$ cat src/rtl/fxp_requant.sv
// Fixed-point requantizer: aligns a signed word from a dynamic (QI, QF) format
// to a requested target format, one bit per cycle, saturating or rounding.
`ifndef WORD_SIZE
`define WORD_SIZE 16
`endif

module fxp_requant #(
  parameter int WORD_SIZE = `WORD_SIZE
) (
  input  logic                 clk,
  input  logic                 rst,
  input  logic                 in_valid,
  output logic                 in_ready,
  input  logic [WORD_SIZE-1:0] in_data,
  input  logic [3:0]           in_qi,
  input  logic [3:0]           in_qf,
  input  logic [3:0]           tgt_qi,
  input  logic [3:0]           tgt_qf,
  output logic                 out_valid,
  input  logic                 out_ready,
  output logic [WORD_SIZE-1:0] out_data,
  output logic [3:0]           out_qi,
  output logic [3:0]           out_qf,
  output logic                 out_sat
);

  typedef enum logic [1:0] {
    IDLE  = 2'd0,
    SHIFT = 2'd1,
    DONE  = 2'd2
  } state_t;

  state_t               state_r;
  logic [WORD_SIZE-1:0] data_r;
  logic [3:0]           cnt_r;
  logic                 left_r;
  logic                 sat_r;
  logic                 in_ready_r;
  logic                 out_valid_r;
  logic [3:0]           tgt_qi_r;
  logic [3:0]           tgt_qf_r;

  logic [4:0]           d_s;
  logic [3:0]           abs_d_s;
  logic [WORD_SIZE-1:0] shr_s;
  logic [WORD_SIZE-1:0] round_s;
  logic                 left_ovf_s;
  logic                 rnd_ovf_s;
  logic                 unused_s;

  localparam logic [WORD_SIZE-1:0] MAX_POS = {1'b0, {(WORD_SIZE-1){1'b1}}};

  function automatic logic [WORD_SIZE-1:0] sat_value(input logic sign);
    sat_value = {sign, {(WORD_SIZE-1){~sign}}};
  endfunction

  // The source integer-bit count carries no arithmetic meaning here.
  assign unused_s = ^in_qi;

  // Shift distance and per-step alignment/rounding candidates.
  always_comb begin
    d_s        = {1'b0, tgt_qf} - {1'b0, in_qf};
    abs_d_s    = 4'd0;
    if (d_s[4]) begin
      abs_d_s = 4'(5'd0 - d_s);
    end else begin
      abs_d_s = d_s[3:0];
    end
    shr_s      = {data_r[WORD_SIZE-1], data_r[WORD_SIZE-1:1]};
    // data_r[0] is the guard bit leaving on this step; adding it rounds half-up.
    round_s    = shr_s + {{(WORD_SIZE-1){1'b0}}, data_r[0]};
    left_ovf_s = data_r[WORD_SIZE-1] ^ data_r[WORD_SIZE-2];
    rnd_ovf_s  = data_r[0] && (shr_s == MAX_POS);
  end

  // Conversion FSM with registered handshake and result outputs.
  always_ff @(posedge clk) begin
    if (rst) begin
      state_r     <= IDLE;
      data_r      <= '0;
      cnt_r       <= 4'd0;
      left_r      <= 1'b0;
      sat_r       <= 1'b0;
      in_ready_r  <= 1'b1;
      out_valid_r <= 1'b0;
      tgt_qi_r    <= 4'd0;
      tgt_qf_r    <= 4'd0;
    end else begin
      case (state_r)
        IDLE: begin
          if (in_valid && in_ready_r) begin
            data_r     <= in_data;
            tgt_qi_r   <= tgt_qi;
            tgt_qf_r   <= tgt_qf;
            cnt_r      <= abs_d_s;
            left_r     <= ~d_s[4];
            sat_r      <= 1'b0;
            in_ready_r <= 1'b0;
            if (d_s == 5'd0) begin
              state_r     <= DONE;
              out_valid_r <= 1'b1;
            end else begin
              state_r <= SHIFT;
            end
          end
        end
        SHIFT: begin
          if (left_r) begin
            if (left_ovf_s) begin
              data_r      <= sat_value(data_r[WORD_SIZE-1]);
              sat_r       <= 1'b1;
              state_r     <= DONE;
              out_valid_r <= 1'b1;
            end else begin
              data_r <= {data_r[WORD_SIZE-2:0], 1'b0};
              cnt_r  <= cnt_r - 4'd1;
              if (cnt_r == 4'd1) begin
                state_r     <= DONE;
                out_valid_r <= 1'b1;
              end
            end
          end else begin
            cnt_r <= cnt_r - 4'd1;
            if (cnt_r == 4'd1) begin
              if (rnd_ovf_s) begin
                data_r <= MAX_POS;
                sat_r  <= 1'b1;
              end else begin
                data_r <= round_s;
              end
              state_r     <= DONE;
              out_valid_r <= 1'b1;
            end else begin
              data_r <= shr_s;
            end
          end
        end
        DONE: begin
          if (out_ready) begin
            state_r     <= IDLE;
            out_valid_r <= 1'b0;
            in_ready_r  <= 1'b1;
          end
        end
        default: begin
          state_r     <= IDLE;
          out_valid_r <= 1'b0;
          in_ready_r  <= 1'b1;
        end
      endcase
    end
  end

  assign in_ready  = in_ready_r;
  assign out_valid = out_valid_r;
  assign out_data  = data_r;
  assign out_qi    = tgt_qi_r;
  assign out_qf    = tgt_qf_r;
  assign out_sat   = sat_r;

endmodule

$ cat config.mk
export PLATFORM = sky130hd
export DESIGN_NAME = fxp_requant
export DESIGN_NICKNAME = d
export VERILOG_FILES = /design/src/rtl/fxp_requant.sv
export SDC_FILE = /design/constraint.sdc
export NUM_CORES = 1
export LEC_CHECK = 0
export BUFFER_PORTS_ARGS = -buffer_cell sky130_fd_sc_hd__buf_2
export CAP_MARGIN = 20
export CORE_UTILIZATION = 40
export DETAILED_ROUTE_END_ITERATION = 7
export MAX_ROUTING_LAYER = met4
export SLEW_MARGIN = 40
export SYNTH_ARGS = -nofsm -noshare
export SYNTH_HDL_FRONTEND = slang
export SYNTH_SLANG_ARGS = --single-unit
$ cat constraint.sdc
create_clock -name clk -period 3.15 [get_ports clk]
set_clock_uncertainty 0.15 [all_clocks]
set_input_delay 0.63 -clock clk [delete_from_list [all_inputs] [get_ports clk]]
set_output_delay 0.63 -clock clk [all_outputs]
set_load 0.005 [all_outputs]
---- Word level (Yosys, flattened, before mapping) ----
Cells that the tools add are included.
operators by class
  bitwise logic cells ..................... 4
  divide/modulo/power cells ............... 0
  add/sub/neg operators ................... 4
  magnitude comparators ................... 0
  shift operators ......................... 0
  reduce and logical (&&, ||, !) cells .... 13
  equality and inequality tests ........... 11
  multiplexer cells ....................... 33
  multipliers ............................. 0
operators by type and width
  cell                  count
  $mux 16               5
  $pmux 16 s2           1
  $add 15x2->16         1
  $eq 16x15->1 const B  1
  $mux 4                4
  $mux 1                12
  $mux 2                6
  $ne 3x3->1 const B    4
  $reduce_and 3->1      3
  $pmux 4 s2            1
  $ne 2x2->1 const B    3
  $pmux 1 s3            2
  $pmux 2 s3            1
  $reduce_and 2->1      3
  $logic_not 5->1       1
  $reduce_and 5->1      1
  $sub 4x4->5           1
  $eq 4x1->1 const B    1
  $reduce_and 4->1      1
  $sub 1x4->4 const A   1
  $sub 4x1->4 const B   1
  $not 1->1             3
  $eq 2x1->1 const B    1
  $eq 2x2->1 const B    1
  5 further kinds       6
word-level totals
  memories kept ........................... 0
  input port bits ......................... 36
  output and inout bits ................... 27
  latch bits .............................. 0
  memory bits (read-only) ................. 0
  bits in registers ....................... 34
  memory bits (writable) .................. 0

---- Longest topological paths before layout ----
  word-level depth ........................ 6
  depth in mapped cells ................... 8
  depth with buffers taken out ............ 8

---- Worst setup path after synthesis ----
No wires, ideal clock.
  kind .................................... input-to-reg
  start ................................... input tgt_qf[0]
  end ..................................... register state_r[1]
  slack ................................... 857 ps
  arrival time ............................ 2027 ps
  buffers on the path ..................... 0
  stages .................................. 8
  cell sequence ........................... inv_1 -> ha_1 -> fa_1 -> ha_1 -> nand2_1 -> nor2_1 -> a21o_1 -> a31o_2
between the ends
  cells in the longest elaborated chain, start to end .. 5
ends and longest elaborated chain
  item                  RTL line  text
  from (decl)           18        input logic [3:0] tgt_qf,
  $sub 4x4->5           62        d_s = {1'b0, tgt_qf} - {1'b0, in_qf};
  $logic_not 5->1       99        if (d_s == 5'd0) begin
  $mux 2                99
  $mux 2                91        if (in_valid && in_ready_r) begin
  $pmux 2 s3            89        case (state_r)
  to (signal assigned)  100       state_r <= DONE;
  to (signal assigned)  103       state_r <= SHIFT;
  to (signal assigned)  112       state_r <= DONE;
  to (decl)             33        state_t state_r;
Every way passes these cells. The select of a mux whose other input is x is not followed.
A chain may end at the register's enable or synchronous reset.

---- Final worst setup path ----
  start ................................... register data_r[15], in the netlist out_data[15]
  end ..................................... register cnt_r[3]
between the ends
  cells in the longest elaborated chain, start to end .. 3
ends and longest elaborated chain
  item                        RTL line  text
  from (decl)                 34        logic [WORD_SIZE-1:0] data_r;
  from (signal assigned)      92        data_r <= in_data;
  from (signal assigned)      110       data_r <= sat_value(data_r[WORD_SIZE-1]);
  from (signal assigned)      115       data_r <= {data_r[WORD_SIZE-2:0], 1'b0};
  $xor 1x1->1                 72        left_ovf_s = data_r[WORD_SIZE-1] ^ data_r[WORD_SIZE-2];
  $ne 3x3->1 (no line)        -
  $reduce_and 3->1 (no line)  -
  to (signal assigned)        95        cnt_r <= abs_d_s;
  to (signal assigned)        116       cnt_r <= cnt_r - 4'd1;
  to (signal assigned)        123       cnt_r <= cnt_r - 4'd1;
  to (decl)                   35        logic [3:0] cnt_r;
Every way passes these cells.

==> results.toml <==
[outcome]
outcome = "complete, no violations"

[synth]
synth_area_sq_um = 2359
synthTopCellsByArea = "dfxtp_1, mux2i_1, a21oi_1"
yosysWarnings = 0
synth_edf_count = 0
async_reset_ff_share_pct = 0
yosysSeqAreaShare_pct = 28.86
synth_largest_area_cell = "dfxtp_1"
synth.top_cell.area_share_pct = 28.86
synthFlopType = "dfxtp_1"
synth_cell_types = 46
ys_seq_elements = 34
synth_nets = 357
synth.avg_cell_area_sq_um = 7.658
netlist_instances = 308

[detailed_routing]
wl_microns = 6026
vias = 2366
drc = 0
drt-initial-drc-count = 116
ant_nets = 0
viasPerCell = 5.515
drt_first_pass_iters = 4
wl_per_cell_microns = 14.05

[clock_tree]
tritoncts = "built"
post_cts_buffers = 0
cts_sinks = 34
cts_root_buffer = "clkbuf_8"
holdBufCountCts = 0
htreeDepth = 2
path_clk_slew_ns = 0.07
ctsResizeCount = 0
cts_max_path_buffers = 2
cts_buffers = 5
clk_latency_ns = 0.28

[global_routing]
overflow = 0
antenna_found_initial = 0
track_usage_pct = 20.87
grt_max_degree = 36
grt_pass1_wl_microns = 9984
grt_pass1_vias = 2189

[critical_path]
cp_max_fo = 10
critPathCaptureType = "flip-flop"
startpoint_type = "flip-flop"
critical_path_class = "reg2reg"
worstPathRequired_ns = 3.23
worstPathArrival_ns = 2.34

[timing]
fin_crit_ns = 2.257
tns_ns = 0
timing.fmax_mhz = 443.1
finalMaxSlewViolations = 0
slew_headroom_pct = 56.87
whs_ns = 0.3033
hold_violations = 0
worst_slew_pin_slew_ns = 0.6470
rsz0062_at_grt = "no"
setup_viol = 0
finalCritPeriodShare_pct = 71.64

[finish]
fillCellCount = 611
drive_above_1_share_pct = 20.45
area_growth_pct = 17.93
num_antenna_cells = 0
final_common_cell = "buf_2"
layout.nets = 407
final_cell_mix = "buf_2, nand2_1, dfxtp_1"

[die]
rows = 27
core_sq_um = 5608
die_area_sq_um = 6207
die-width_microns = 78.79
initial_core_util_pct = 42.06
io_pins = 63
die_h_microns = 78.79

[worst_hold_path]
hp-class = "reg2reg"

[pwr]
p_leak_nw = 1.216
ir_drop_v = 0.0002365
powerDensity_nw_per_um2 = 589.0

[placement]
dp_hpwl_microns = 4321
routabilityCongestion = 0.8351
portBuffers = 58

[job]
max_cap_violations = 0
[power by group]
| group | internal [W] | switching (W) | leakage (nW) |
|---|---|---|---|
| Clock | 0.000169 | 0.000153 | 0.0431 |
| Combinational | 0.000305 | 0.000373 | 0.894 |
| Sequential | 0.000512 | 0.000126 | 0.279 |
[per-layer routing]
| layer | up-vias | part of all wire [%] | global-route usage (%) | routed length [microns] |
|---|---|---|---|---|
| met4 | 0 | 1.3 | 6.111 | 76 |
| met2 | 57 | 46 | 34.96 | 2797 |
| met5 | - | 0 | - | 0 |
| li1 | 1209 | - | - | - |
| met3 | 7 | 4.4 | 3.218 | 268 |
| met1 | 1093 | 48 | 25.90 | 2882 |
[cell usage after synthesis (3+ instances only)]
cell	number
nor2b_1	4
or3_1	3
o22ai_1	5
nand2_1	39
nor2_1	20
nand3_1	11
mux2i_1	16
clkbuf_1	16
nand2b_1	5
dfxtp_1	34
and3_1	5
o21ai_0	20
nand4_1	6
a211oi_1	6
ha_1	12
buf_2	5
nor4_1	3
xnor2_1	5
o22a_1	3
a21o_1	3
nor3_1	8
inv_1	13
a21oi_1	30
xor2_1	9
[critical path, stage by stage (launching register included)]
cell and delay, ns:
dfxtp_1 0.48, inv_1 0.11, ha_1 0.34, nor2b_1 0.08
o21ba_1 0.28, or4_1 0.49, a31o_1 0.23, nand2_1 0.05
[final cells by class]
type                    count  area (sq um)  share of cell area (%)
multi-input cells         240          1544                   55.51
flip-flops and latches     34         680.7                   24.47
repair buffers             64         335.3                   12.06
well taps                  72         90.09                   3.239
clock buffers               6         82.58                   2.969
inverters                  13         48.80                   1.754
[path summary, 6_finish.rpt]
path / cells after the start / start / slack [ns] / to
worst max-delay path: 7 / out_data[15] / 0.89 / cnt_r[3]
worst min-delay path: 2 / out_qi[2] / 0.30 / out_qi[2]
worst max register to register: 7 / out_data[15] / 0.89 / cnt_r[3]
worst min register to register: 2 / out_qi[2] / 0.30 / out_qi[2]
[state kept, by name (all words and copies together) (netlist names)]
| signal | cells |
|---|---|
| out_data | 16 |
| cnt_r | 4 |
| out_qf | 4 |
| out_qi | 4 |
| state_r | 2 |
| in_ready | 1 |
| left_r | 1 |
| out_sat | 1 |
| out_valid | 1 |
[cells by family after synthesis]
kind of cell / synth area share [%]
AOI/OAI and AO/OA: 21.59
muxes: 6.790
buffers and inverters: 5.676
xor gates and xnor gates: 5.199
and+or+nand+nor: 24.67
DFF: 28.86
adders and majority gates: 7.215
[metrics by stage]
| step | util, % | worst slack (ns) | instance area, sq um | power, W | instances |
|---|---|---|---|---|---|
| floorplan | - | 0.8566 | 2359 | 0.001102 | 308 |
| global placement | 48.13 | 0.6441 | 2699 | 0.001316 | 423 |
| detailed placement | 48.13 | 0.6435 | 2699 | 0.001328 | 423 |
| CTS | 49.60 | 0.8938 | 2781 | 0.001653 | 429 |
| global route | 49.60 | 0.6906 | 2781 | 0.001766 | 429 |
| finish | 49.60 | 0.8933 | 2781 | 0.001638 | 429 |
(Power assumes the default switching activity.)
